`config.mk`:
```
export PLATFORM = sky130hd
export DESIGN_NAME = uart_rx
export DESIGN_NICKNAME = d
export VERILOG_FILES = /design/src/rtl/uart_pkg.sv /design/src/rtl/uart_rx_sync.sv /design/src/rtl/uart_rx.sv
export SDC_FILE = /design/constraint.sdc
export NUM_CORES = 1
export LEC_CHECK = 0
export CORE_AREA = 2 2 69 71
export CTS_BUF_LIST = sky130_fd_sc_hd__clkbuf_8
export DETAILED_ROUTE_END_ITERATION = 8
export DIE_AREA = 0 0 71 73
export PLACE_DENSITY = 0.6
export SETUP_SLACK_MARGIN = 0.02
export SLEW_MARGIN = 10
export SYNTH_ARGS = -nofsm -noshare
export SYNTH_HDL_FRONTEND = slang
export SYNTH_HIERARCHICAL = 1
export SYNTH_SLANG_ARGS = --single-unit
```
`constraint.sdc`:
```
create_clock -name sclk -period 2.6 [get_ports sclk]
set_clock_uncertainty 0.05 [all_clocks]
set_input_delay 0.39 -clock sclk [delete_from_list [all_inputs] [get_ports sclk]]
set_output_delay 0.39 -clock sclk [all_outputs]
set_load 0.05 [all_outputs]
```
`src/rtl/uart_pkg.sv`:
```
// Shared UART constants, receiver state encoding and parity helper.
// UART_RX_PARITY_EN adds the PARITY state used by the 8E1 receiver build.
package uart_pkg;

   localparam int BAUD_DIV_DEFAULT = 5208;
   localparam int BAUD_DIV_SIM     = 29;
   localparam int DATA_W           = 8;

   typedef enum logic [2:0] {
      ST_IDLE   = 3'd0,
      ST_START  = 3'd1,
      ST_DATA   = 3'd2,
`ifdef UART_RX_PARITY_EN
      ST_PARITY = 3'd4,
`endif
      ST_STOP   = 3'd3
   } rx_state_e;

   // Even-parity bit that makes the total count of ones even.
   function automatic logic even_parity(input logic [DATA_W-1:0] data);
      return ^data;
   endfunction

endpackage

```
`src/rtl/uart_rx_sync.sv`:
```
// Two-flop synchronizer for the serial line plus a falling-edge detector.
// The edge output stays quiet until the chain holds real line samples after reset.
module uart_rx_sync (
   input  logic sclk,
   input  logic srst,
   input  logic rs232_rx,
   output logic line_sync,
   output logic line_fall
);

   logic       sync1_r;
   logic       sync2_r;
   logic       prev_r;
   logic [2:0] arm_r;

   // Synchronizer chain, previous-sample flop and post-reset arming shift.
   always_ff @(posedge sclk or negedge srst) begin
      if (!srst) begin
         sync1_r <= 1'b1;
         sync2_r <= 1'b1;
         prev_r  <= 1'b1;
         arm_r   <= 3'b000;
      end else begin
         sync1_r <= rs232_rx;
         sync2_r <= sync1_r;
         prev_r  <= sync2_r;
         arm_r   <= {arm_r[1:0], 1'b1};
      end
   end

   assign line_sync = sync2_r;
   // A line already low at reset release must not look like a fresh start edge.
   assign line_fall = arm_r[2] & prev_r & ~sync2_r;

endmodule

```
`src/rtl/uart_rx.sv`:
```
// UART receiver, 8N1 by default; defining UART_RX_PARITY_EN selects 8E1.
// Samples each bit at its midpoint and reports data, framing and parity results.
module uart_rx
   import uart_pkg::*;
#(
   parameter int BAUD_DIV = BAUD_DIV_DEFAULT
) (
   input  logic              sclk,
   input  logic              srst,
   input  logic              rs232_rx,
   output logic [DATA_W-1:0] rx_data,
   output logic              rx_valid,
   output logic              rx_busy,
   output logic              rx_frame_err,
   output logic              rx_parity_err
);

   localparam int              CNT_W    = $clog2(BAUD_DIV);
   localparam logic [CNT_W-1:0] CNT_LAST = CNT_W'(BAUD_DIV - 1);
   localparam logic [CNT_W-1:0] CNT_MID  = CNT_W'(BAUD_DIV / 2);

   rx_state_e         state_r;
   rx_state_e         state_next_s;
   logic              line_sync_s;
   logic              line_fall_s;
   logic [CNT_W-1:0]  cnt_r;
   logic [2:0]        bit_cnt_r;
   logic [DATA_W-1:0] shift_r;
   logic              sample_s;
   logic              par_err_s;
   logic              valid_set_s;
   logic              ferr_set_s;
   logic              perr_set_s;
   logic              busy_next_s;
   logic [DATA_W-1:0] rx_data_r;
   logic              rx_valid_r;
   logic              rx_busy_r;
   logic              rx_frame_err_r;
   logic              rx_parity_err_r;

   uart_rx_sync u_sync (
      .sclk      (sclk),
      .srst      (srst),
      .rs232_rx  (rs232_rx),
      .line_sync (line_sync_s),
      .line_fall (line_fall_s)
   );

   assign sample_s = (cnt_r == CNT_MID);

   // FSM state register.
   always_ff @(posedge sclk or negedge srst) begin
      if (!srst) begin
         state_r <= ST_IDLE;
      end else begin
         state_r <= state_next_s;
      end
   end

   // FSM next-state logic; STOP returns to IDLE at its sample to resync on the next edge.
   always_comb begin
      state_next_s = state_r;
      case (state_r)
         ST_IDLE: begin
            if (line_fall_s) state_next_s = ST_START;
            else             state_next_s = ST_IDLE;
         end
         ST_START: begin
            if (sample_s) begin
               if (line_sync_s) state_next_s = ST_IDLE;
               else             state_next_s = ST_DATA;
            end else begin
               state_next_s = ST_START;
            end
         end
         ST_DATA: begin
            if (sample_s && (bit_cnt_r == 3'd7)) begin
`ifdef UART_RX_PARITY_EN
               state_next_s = ST_PARITY;
`else
               state_next_s = ST_STOP;
`endif
            end else begin
               state_next_s = ST_DATA;
            end
         end
`ifdef UART_RX_PARITY_EN
         ST_PARITY: begin
            if (sample_s) state_next_s = ST_STOP;
            else          state_next_s = ST_PARITY;
         end
`endif
         ST_STOP: begin
            if (sample_s) state_next_s = ST_IDLE;
            else          state_next_s = ST_STOP;
         end
         default: state_next_s = ST_IDLE;
      endcase
   end

   // FSM output decode; a framing error outranks a parity error.
   always_comb begin
      valid_set_s = 1'b0;
      ferr_set_s  = 1'b0;
      perr_set_s  = 1'b0;
      busy_next_s = (state_next_s != ST_IDLE);
      if ((state_r == ST_STOP) && sample_s) begin
         if (!line_sync_s)   ferr_set_s  = 1'b1;
         else if (par_err_s) perr_set_s  = 1'b1;
         else                valid_set_s = 1'b1;
      end else begin
         valid_set_s = 1'b0;
      end
   end

   // Baud counter, bit counter and data shift register.
   always_ff @(posedge sclk or negedge srst) begin
      if (!srst) begin
         cnt_r     <= {CNT_W{1'b0}};
         bit_cnt_r <= 3'd0;
         shift_r   <= {DATA_W{1'b0}};
      end else begin
         if (state_r == ST_IDLE)  cnt_r <= {CNT_W{1'b0}};
         else if (cnt_r == CNT_LAST) cnt_r <= {CNT_W{1'b0}};
         else                     cnt_r <= cnt_r + CNT_W'(1);
         if ((state_r == ST_DATA) && sample_s) begin
            bit_cnt_r <= bit_cnt_r + 3'd1;
            shift_r   <= {line_sync_s, shift_r[DATA_W-1:1]};
         end
      end
   end

`ifdef UART_RX_PARITY_EN
   logic par_err_r;

   // Parity check captured at the parity-bit midpoint.
   always_ff @(posedge sclk or negedge srst) begin
      if (!srst) begin
         par_err_r <= 1'b0;
      end else if ((state_r == ST_PARITY) && sample_s) begin
         par_err_r <= even_parity(shift_r) ^ line_sync_s;
      end
   end

   assign par_err_s = par_err_r;
`else
   assign par_err_s = 1'b0;
`endif

   // Registered outputs; rx_data only moves on a clean frame.
   always_ff @(posedge sclk or negedge srst) begin
      if (!srst) begin
         rx_data_r       <= {DATA_W{1'b0}};
         rx_valid_r      <= 1'b0;
         rx_busy_r       <= 1'b0;
         rx_frame_err_r  <= 1'b0;
         rx_parity_err_r <= 1'b0;
      end else begin
         if (valid_set_s) rx_data_r <= shift_r;
         rx_valid_r      <= valid_set_s;
         rx_busy_r       <= busy_next_s;
         rx_frame_err_r  <= ferr_set_s;
         rx_parity_err_r <= perr_set_s;
      end
   end

   assign rx_data       = rx_data_r;
   assign rx_valid      = rx_valid_r;
   assign rx_busy       = rx_busy_r;
   assign rx_frame_err  = rx_frame_err_r;
   assign rx_parity_err = rx_parity_err_r;

endmodule

```
==> impl_metrics.yaml, run 1 <==
outcome:
  status: "finished clean"
placement:
  port_buffers: 13
  dp_hpwl_um: 2260
  place_congestion: 0.785
global_routing:
  met2_usage_pct: 23.7
  grt_pass1_vias: 1290
  grt_overflow_total: 0
  grt_pass1_wl_um: 5870
  grt_max_degree: 44
  antenna_found_initial: 0
  gr-usage-met1_pct: 17.6
  grt_use_met3_pct: 4.56
  grtUsageTotal_pct: 14.6
  grt_busiest_layer: "met2"
drt:
  wire_per_inst_um: 15.0
  totalWireLength_um: 3300
  vias: 1219
  antenna_left: 0
  drt_pre_antenna_iters: 4
  initialDrtViolationCount: 52
  drc: 0
  viasPerCell: 5.54
floorplanning:
  ioPinCount: 15
  rows: 25
  dieHeight_um: 73
  dieArea_mm2: 0.00518
  coreArea_mm2: 0.00454
  start_util_pct: 41.1
  die_w_um: 71
final_layout:
  syn_to_final_growth_pct: 14.6
  diodes: 0
  layout.cells.most_common: "dfrtp_1"
  final_util_pct: 47.1
  final_cell_mix: "40 x dfrtp_1, 19 x mux2_2, 12 x clkdlybuf4s50_1"
  nets: 172
  drive_gt1_share_pct: 23.5
sta:
  min_period_ns: 2.01
  rsz0062_at_grt: "false"
  maxSlewViolCount: 0
  slew_headroom_pct: 37.2
  finalSetupTns_ns: 0
  hold_viol_final: 0
  fmax_ghz: 0.497
  period_share_pct: 77.3
  worst_slew_pin_slew_ns: 0.942
  setup-violations-final: 0
worst_setup_path:
  rr_endpoint: "shift_r[0]"
  crit_path_cell_trace: "inv_1 > ha_1 > and4bb_2 > nand4_1 > mux2_2"
  end_kind: "flip-flop"
  start_kind: "flip-flop"
  cpPeakStageDelay_ns: 0.48
  crit_type: "reg -> reg"
  cp_slowest_cell: "nand4_1"
  path_max_fanout: 11
  cp_data_required_time_ns: 2.73
  reg2reg_slack_ns: 0.59
  arrival_ns: 2.14
  rr_worst_depth: 5
  reg2reg_from: "cnt_r[0]"
clocking:
  cts_max_level: 2
  cts_resized: 0
  cts_tree: "done"
  clock-sinks: 43
  cts-root-buf: "clkbuf_8"
  hold_buffers: 0
  clkTransAtPathRegs_ns: 0.08
  cts_made_buffers: 5
  cts_buffer_depth: 2
  clk_latency_ns: 0.29
  post-cts-setup-buffer-count: 0
power_and_ir_drop:
  p_per_area_mw_per_mm2: 674
  p_leak_uw: 0.000945
  peakVddDrop_mv: 0.386
yosys:
  ys_seq_area_share_pct: 58.0
  syn_area_mm2: 0.00186
  ys_ff_latch: 43
  yosys_warnings: 6
  synth.avg_cell_area_um2: 12.5
  synthFlopType: "dfrtp_1"
  synth_edf_count: 0
  synth_fp_nets: 156
  synth_cell_types: 35
  synthCells: 149
  synthArstFlopShare_pct: 100
flow_run:
  cap_violations: 0
hold_path:
  hp-class: "in -> async"
==> layer usage <==
metal | routed length, um | vias to the layer above
li1 | - | 575
met1 | 1520 | 614
met2 | 1590 | 22
met3 | 121 | 8
met4 | 72 | 0
met5 | 0 | -
==> per-stage QoR <==
stage,std cells,total power (uW),hold WS (ns),worst slack (ns),area [um2]
finish,220,1440,0.185,0.589,2130
global route,220,1530,0.244,0.408,2130
CTS,220,1450,0.215,0.572,2130
detailed placement,212,999,0.286,0.574,2040
global placement,212,982,0.285,0.649,2040
floorplan,149,934,0.0444,0.915,1860
==> flip-flops by register name, indices dropped and copies added (netlist names) <==
register / cells
bit_cnt_r: 3
u_sync/prev_r: 1
shift_r: 8
rx_valid: 1
rx_busy: 1
u_sync/line_sync: 1
rx_frame_err: 1
cnt_r: 13
u_sync/arm_r: 3
state_r: 2
rx_data: 8
u_sync/sync1_r: 1
==> worst max-delay path, delay by kind of cell (launching register included) <==
family	cells	cell delay [ns]
adder cells (fa/ha/maj)	1	0.15
multiplexers	1	0.47
flip-flops	1	0.42
buffers and inverters	1	0.07
AND/OR/NAND/NOR	2	0.73
==> cell type report <==
class / instances / area, um2
flip-flops and latches: 43 / 1080
clock inverters: 2 / 16.3
repair buffers: 13 / 125
fillers: 414 / 2400
clock buffers: 6 / 82.6
multi-input cells: 96 / 741
well taps: 54 / 67.6
inverters: 6 / 22.5
==> how the worst max path moves through the flow <==
stage / startpoint / endpoint / slack, ns
final: cnt_r[0] / shift_r[0] / 0.59
after global routing: cnt_r[0] / shift_r[1] / 0.41
after CTS: cnt_r[0] / shift_r[7] / 0.57
after detailed placement: cnt_r[0] / shift_r[0] / 0.57
after global placement: cnt_r[0] / shift_r[3] / 0.65
after floorplan: cnt_r[0] / bit_cnt_r[1] / 0.92
==> synth_stat cells, types with 4 or more instances <==
master	instances	area, um2
dfrtp_1	40	1000
mux2_2	19	214
a21oi_1	10	50.1
nor2_1	7	26.3
inv_1	6	22.5
nand4_1	6	37.5
and4bb_2	4	50.1
ha_1	4	50.1
nand2_1	4	15.0
nand3_1	4	20.0
o21ai_0	4	20.0
o31ai_1	4	30.0
or3_1	4	25.0
or4_1	4	30.0
==> report_power, final <==
group / switching (uW) / total (uW) / internal, uW
Combinational: 101 / 178 / 77.2
Sequential: 81.1 / 807 / 726
Clock: 238 / 454 / 217
==> kinds of logic (layout without fill, tap and decap cells) <==
| group | after synthesis | count (layout) | share of synthesized area, % |
|---|---|---|---|
| XOR/XNOR | 4 | 4 | 1.88 |
| other | 2 | 2 | 0.403 |
| multiplexers | 19 | 19 | 11.5 |
| AO/OA/AOI/OAI | 20 | 20 | 6.25 |
| flip-flops | 43 | 43 | 58.0 |
| buffers and inverters | 10 | 27 | 2.28 |
| adder cells (fa/ha/maj) | 4 | 4 | 2.69 |
| AND/OR/NAND/NOR | 47 | 47 | 17.1 |
No activity file was read; power rests on OpenSTA's default activity.
==> run 2, diff against run 1 <==
- PLACE_DENSITY: 0.6 -> 0.62
- clock period: 2.6 -> 1.65 ns (I/O delays scaled with it)
==> run 2 against run 1 <==
  * The flow now finishes with violations (setup timing)
  * Non-clock buffer count up 26
  * Sequential share of layout area decreased by 5.7 points
  * Sequential power is 59% higher
  * Utilization is 6.3 points higher
  * First-iteration DRC count is 1.9% higher
  * Register-to-register slack got worse by 0.61 ns
  * Hold slack better by 0.12 ns
  * Flip-flop and latch count did not move
  * Design area is 13% higher
  * Clock power rose by 76%
  * Largest cell class unchanged
==> impl_metrics.yaml, run 2 (synthesis gave the netlist of run 1 again) <==
sta:
  hold_viol_final: 0
  rsz0062_at_grt: "true"
  fmax_ghz: 0.599
  period_share_pct: 101
  maxSlewViolCount: 0
  finalSetupTns_ns: -0.0972
  whs_ns: 0.303
  setup_slack_ns: -0.0190
  min_period_ns: 1.67
  setup-violations-final: 9
hold_path:
  hold_depth: 0
  hp-class: "reg -> reg"
final_layout:
  final_util_pct: 53.3
  drive_gt1_share_pct: 46.4
  syn_to_final_growth_pct: 29.8
  diodes: 0
  regMostFlops: "cnt_r"
  final_cell_mix: "35 x dfrtp_1, 31 x buf_4, 19 x mux2_2"
  layout.cells.most_common: "dfrtp_1"
  nets: 198
  largest_reg_flops: 13
clocking:
  clkTransAtPathRegs_ns: 0.08
  clk_latency_ns: 0.29
  cts_tree: "done"
  cts_buffer_depth: 2
  cts_made_buffers: 5
  cts_max_level: 2
  cts-root-buf: "clkbuf_8"
  clock-sinks: 43
floorplanning:
  ioPinCount: 15
  rows: 25
  start_util_pct: 41.1
  coreArea_mm2: 0.00454
  die_w_um: 71
  dieHeight_um: 73
  dieArea_mm2: 0.00518
worst_setup_path:
  end_kind: "flip-flop"
  crit_type: "reg -> reg"
  critPathTopFamily: "flip-flops"
  arrival_ns: 1.80
  start_kind: "flip-flop"
  cp.buffers_inverters: 2
  cp_slowest_cell: "dfrtp_1"
  cp_num_cells: 6
  cp_data_required_time_ns: 1.78
  path_max_fanout: 6
  rr_worst_depth: 6
  cpPeakStageDelay_ns: 0.40
  crit_path_cell_trace: "inv_1 > ha_2 > and4bb_2 > nand4_1 > buf_6 > mux2_2"
power_and_ir_drop:
  power_frac_comb_pct: 18.5
  power_switching_share_pct: 27.5
  p_per_area_mw_per_mm2: 1050
  clock_power_share_pct: 31.3
  p_int_uw: 1850
  switchingPower_uw: 700
  seq_power_share_pct: 50.2
  p_leak_uw: 0.00112
  peakVddDrop_mv: 0.703
global_routing:
  antenna_found_initial: 0
  grt_max_degree: 29
  grt_pass1_vias: 1357
  grt_pass1_wl_um: 6370
  grt_overflow_total: 0
  grtUsageTotal_pct: 15.7
outcome:
  status: "complete, but fails checks"
  violations: "setup timing"
placement:
  place_congestion: 0.810
  pre_cts_ws_ns: -0.0504
  port_buffers: 13
  dp_hpwl_um: 2590
drt:
  totalWireLength_um: 3850
  vias: 1340
  wire_per_inst_um: 15.6
  viasPerCell: 5.45
  drt_pre_antenna_iters: 4
  antenna_left: 0
  initialDrtViolationCount: 53
  drc: 0
flow_run:
  cap_violations: 0
run 2: changes by cell type in the layout (fill, tap and decap cells not counted), sizes merged:
cell / before / now
dlygate4sd3: 0 / 1
inv: 6 / 7
buf: 1 / 37
clkinv: 1 / 0
clkbuf: 6 / 5
bufinv: 0 / 1
clkdlybuf4s50: 12 / 1
run 2: path summary, 6_finish.rpt:
check	start	end	slack, ns
max	cnt_r[1]	bit_cnt_r[1]	-0.02
min	u_sync/arm_r[0]	u_sync/arm_r[1]	0.30
max reg2reg	cnt_r[1]	bit_cnt_r[1]	-0.02
min reg2reg	u_sync/arm_r[0]	u_sync/arm_r[1]	0.30
max in group asynchronous	srst	bit_cnt_r[1]	0.73
min in group asynchronous	srst	cnt_r[5]	0.34
run 2: timing repair:
item,4_1_cts,5_1_grt
setup buffers,3,5
gates cloned,1,0
pin swaps,3,6
endpoints found under the hold margin,12,0
endpoints found under the setup margin,24,26
resized for setup,6,15
hold buffers,1,0
run 2: layout make-up:
type | count | area, um2
timing repair buffer | 39 | 332
multi-input combinational | 96 | 801
sequential | 43 | 1090
clock buffer | 5 | 68.8
inverter | 6 | 22.5
fill | 404 | 2120
tap | 54 | 67.6
clock inverter | 3 | 41.3
run 2: power groups by stage:
| stage | sequential (uW) | clock (uW) | combinational [uW] |
|---|---|---|---|
| 2_1_floorplan | 1250 | 0 | 216 |
| 3_3_place_gp | 1280 | 0 | 362 |
| 3_5_place_dp | 1280 | 0 | 374 |
| 4_1_cts | 1260 | 819 | 392 |
| 5_1_grt | 1290 | 864 | 528 |
| 6_report | 1280 | 797 | 472 |
run 2: through the flow:
| stage | instances | power, uW | instance area [um2] |
|---|---|---|---|
| 2_1_floorplan | 149 | 1470 | 1870 |
| 3_3_place_gp | 228 | 1640 | 2150 |
| 3_5_place_dp | 228 | 1650 | 2150 |
| 4_1_cts | 241 | 2470 | 2320 |
| 5_1_grt | 246 | 2690 | 2420 |
| 6_report | 246 | 2550 | 2420 |
run 2: layer usage:
metal	share of wire, %	wire length [um]	vias up	global-route usage [%]
met2	51	1970	25	27.2
met1	44	1700	677	18.8
met3	3.3	128	6	4.42
li1	-	-	632	-
met4	1.2	47	0	5.87
met5	0	0	-	0
==> run 3, diff against run 2 <==
- ABC_AREA: not set -> 1
- CORE_AREA: 2 2 69 71 -> 2 2 76 78
- DIE_AREA: 0 0 71 73 -> 0 0 78 80
- PLACE_DENSITY: 0.62 -> 0.57
==> run 3 against run 2 <==
  * The run now ends clean
  * Die area up 20%
  * First-iteration DRC count rose to 2.8 times the previous value
  * Sequential share of layout area down 0.83 points
  * Global-route usage down 1.7 points
  * Hold slack worse by 0.00095 ns
  * Clock-buffer cell count unchanged
  * Final cell count up 39%
  * Worst setup slack better by 0.15 ns
  * Non-clock buffer count down 17
  * Combinational power down 5.7%
  * Register-to-register slack better by 0.15 ns
  * Largest cell class unchanged
  * Critical endpoint is now bit_cnt_r[0]
  * Via count up 23%
==> impl_metrics.yaml, run 3 <==
yosys:
  synth_fp_nets: 252
  ys_seq_area_share_pct: 52.0
  synth_edf_count: 0
  synth.largest_area_cell: "dfrtp_1"
  synth_cell_types: 28
  synth.area.top_cells: "dfrtp_1 48%, nand2_1 13%, nor2_1 5.2%"
  ys_ff_latch: 43
  netlist.area_leader.share_pct: 48.2
  synthCells: 245
  synthArstFlopShare_pct: 100
  yosys_warnings: 6
  synth.avg_cell_area_um2: 8.48
  synthFlopType: "dfrtp_1"
  post-synth-top-count-cell: "nand2_1"
  synth_common_cells: "71 x nand2_1, 40 x dfrtp_1, 29 x nor2_1"
  syn_area_mm2: 0.00208
drt:
  initialDrtViolationCount: 150
  antenna_left: 0
  vias: 1648
  viasPerCell: 4.80
  drc: 0
  totalWireLength_um: 4090
  wire_per_inst_um: 11.9
  drt_pre_antenna_iters: 4
hold_path:
  hold_depth: 0
  hp-class: "reg -> reg"
  hold_end: "u_sync/arm_r[2]"
  holdCritStartpoint: "u_sync/arm_r[1]"
sta:
  period_share_pct: 92.3
  setup_slack_ns: 0.127
  whs_ns: 0.302
  maxSlewViolCount: 0
  rsz0062_at_grt: "true"
  finalSetupTns_ns: 0
  setup-violations-final: 0
  fmax_ghz: 0.657
  hold_viol_final: 0
  min_period_ns: 1.52
worst_setup_path:
  rr_worst_depth: 6
  rr_endpoint: "bit_cnt_r[0]"
  cpPeakStageDelay_ns: 0.41
  cp_data_required_time_ns: 1.78
  start_kind: "flip-flop"
  cp_slowest_cell: "dfrtp_1"
  reg2reg_slack_ns: 0.13
  path_max_fanout: 12
  crit_type: "reg -> reg"
  crit_path_cell_trace: "inv_1 > ha_1 > nand2_1 > nor2_4 > nand3_2 > xnor2_1"
  reg2reg_from: "cnt_r[0]"
  end_kind: "flip-flop"
  arrival_ns: 1.65
final_layout:
  multi_input_area_um2: 886
  final_util_pct: 45.3
  syn_to_final_growth_pct: 17.9
  drive_gt1_share_pct: 19.2
  n_fill_cell: 545
  final_cell_mix: "69 x nand2_1, 40 x dfrtp_1, 29 x nor2_1"
  seq_area_mm2: 0.00108
  nets: 277
  layout.cells.most_common: "nand2_1"
  largest_reg_flops: 13
  regMostFlops: "cnt_r"
  diodes: 0
placement:
  pre_cts_ws_ns: 0.0648
  place_congestion: 0.916
  port_buffers: 13
  dp_hpwl_um: 2830
clocking:
  clock-sinks: 43
  cts_made_buffers: 5
  cts_tree: "done"
  cts_max_level: 2
  clk_latency_ns: 0.30
  clkTransAtPathRegs_ns: 0.08
  cts_buffer_depth: 2
  cts-root-buf: "clkbuf_8"
floorplanning:
  die_w_um: 78
  ioPinCount: 15
  coreArea_mm2: 0.00541
  dieHeight_um: 80
  rows: 27
  start_util_pct: 38.4
  dieArea_mm2: 0.00624
flow_run:
  cap_violations: 0
global_routing:
  grt_pass1_vias: 1423
  antenna_found_initial: 0
  grt_pass1_wl_um: 6840
  grtUsageTotal_pct: 14.0
  grt_overflow_total: 0
  grt_max_degree: 44
power_and_ir_drop:
  clock_power_share_pct: 32.6
  power_frac_comb_pct: 17.6
  power_switching_share_pct: 30.9
  p_leak_uw: 0.00127
  switchingPower_uw: 783
  p_int_uw: 1750
  peakVddDrop_mv: 0.527
  seq_power_share_pct: 49.8
  p_per_area_mw_per_mm2: 1030
outcome:
  status: "finished clean"
## run 3: what timing repair did
action / CTS / global route
setup buffers: 0 / 3
setup endpoints to repair: 0 / 25
hold endpoints to repair: 40 / 0
hold buffers: 1 / 0
resized for setup: 0 / 4
## run 3: kinds of logic (layout without fill, tap and decap cells)
family | count (synthesis) | in the layout | share of synthesized area (%)
flip-flops | 43 | 43 | 52.0
buffers and inverters | 32 | 57 | 6.80
other | 2 | 2 | 0.361
AO/OA/AOI/OAI | 7 | 7 | 1.87
adder cells (fa/ha/maj) | 4 | 4 | 2.41
XOR/XNOR | 4 | 4 | 1.69
AND/OR/NAND/NOR | 153 | 154 | 34.9
## run 3: power by group through the flow
stage          Sequential (uW)  Clock [uW]  Combinational [uW]
5_1_grt                   1280         885                 517
6_report                  1260         825                 445
2_1_floorplan             1250           0                 341
3_5_place_dp              1280           0                 428
4_1_cts                   1260         852                 433
3_3_place_gp              1280           0                 434
## run 3: per-stage QoR
step                cells  instance area (um2)  power, uW
floorplan             245                 2080       1590
global placement      330                 2280       1710
detailed placement    330                 2280       1710
CTS                   339                 2400       2550
global route          343                 2450       2690
finish                343                 2450       2530
## run 3: worst max-delay path by stage
stage,startpoint,endpoint,slack (ns),cells past startpoint
CTS,cnt_r[0],rx_data[2],0.06,9
global placement,cnt_r[0],rx_data[3],0.07,9
global route,cnt_r[0],bit_cnt_r[1],0.0003,7
floorplan,cnt_r[0],rx_data[0],0.22,9
detailed placement,cnt_r[0],rx_data[2],0.06,9
finish,cnt_r[0],bit_cnt_r[0],0.13,6
## run 3: area by class of cell
class                      instances  share of cell area (%)
inverter                          27                    4.14
multi-input combinational        171                    36.2
clock buffer                       5                    2.81
clock inverter                     3                    1.79
tap                               72                    3.68
sequential                        43                    44.1
timing repair buffer              22                    7.35
## run 3: metal layers
metal	wire, um	global-route usage, %	share of wire, %
met1	2040	21.1	50
met2	1720	19.5	42
met3	244	3.39	6.0
met4	87	4.74	2.1
met5	0	0	0
## run 3: critical path, delay by kind of cell, from the launching register on
family,cells,cell delay (ns)
buffers and inverters,1,0.07
DFF,1,0.41
xor gates and xnor gates,1,0.20
and+or+nand+nor,3,0.51
adders and majority gates,1,0.16
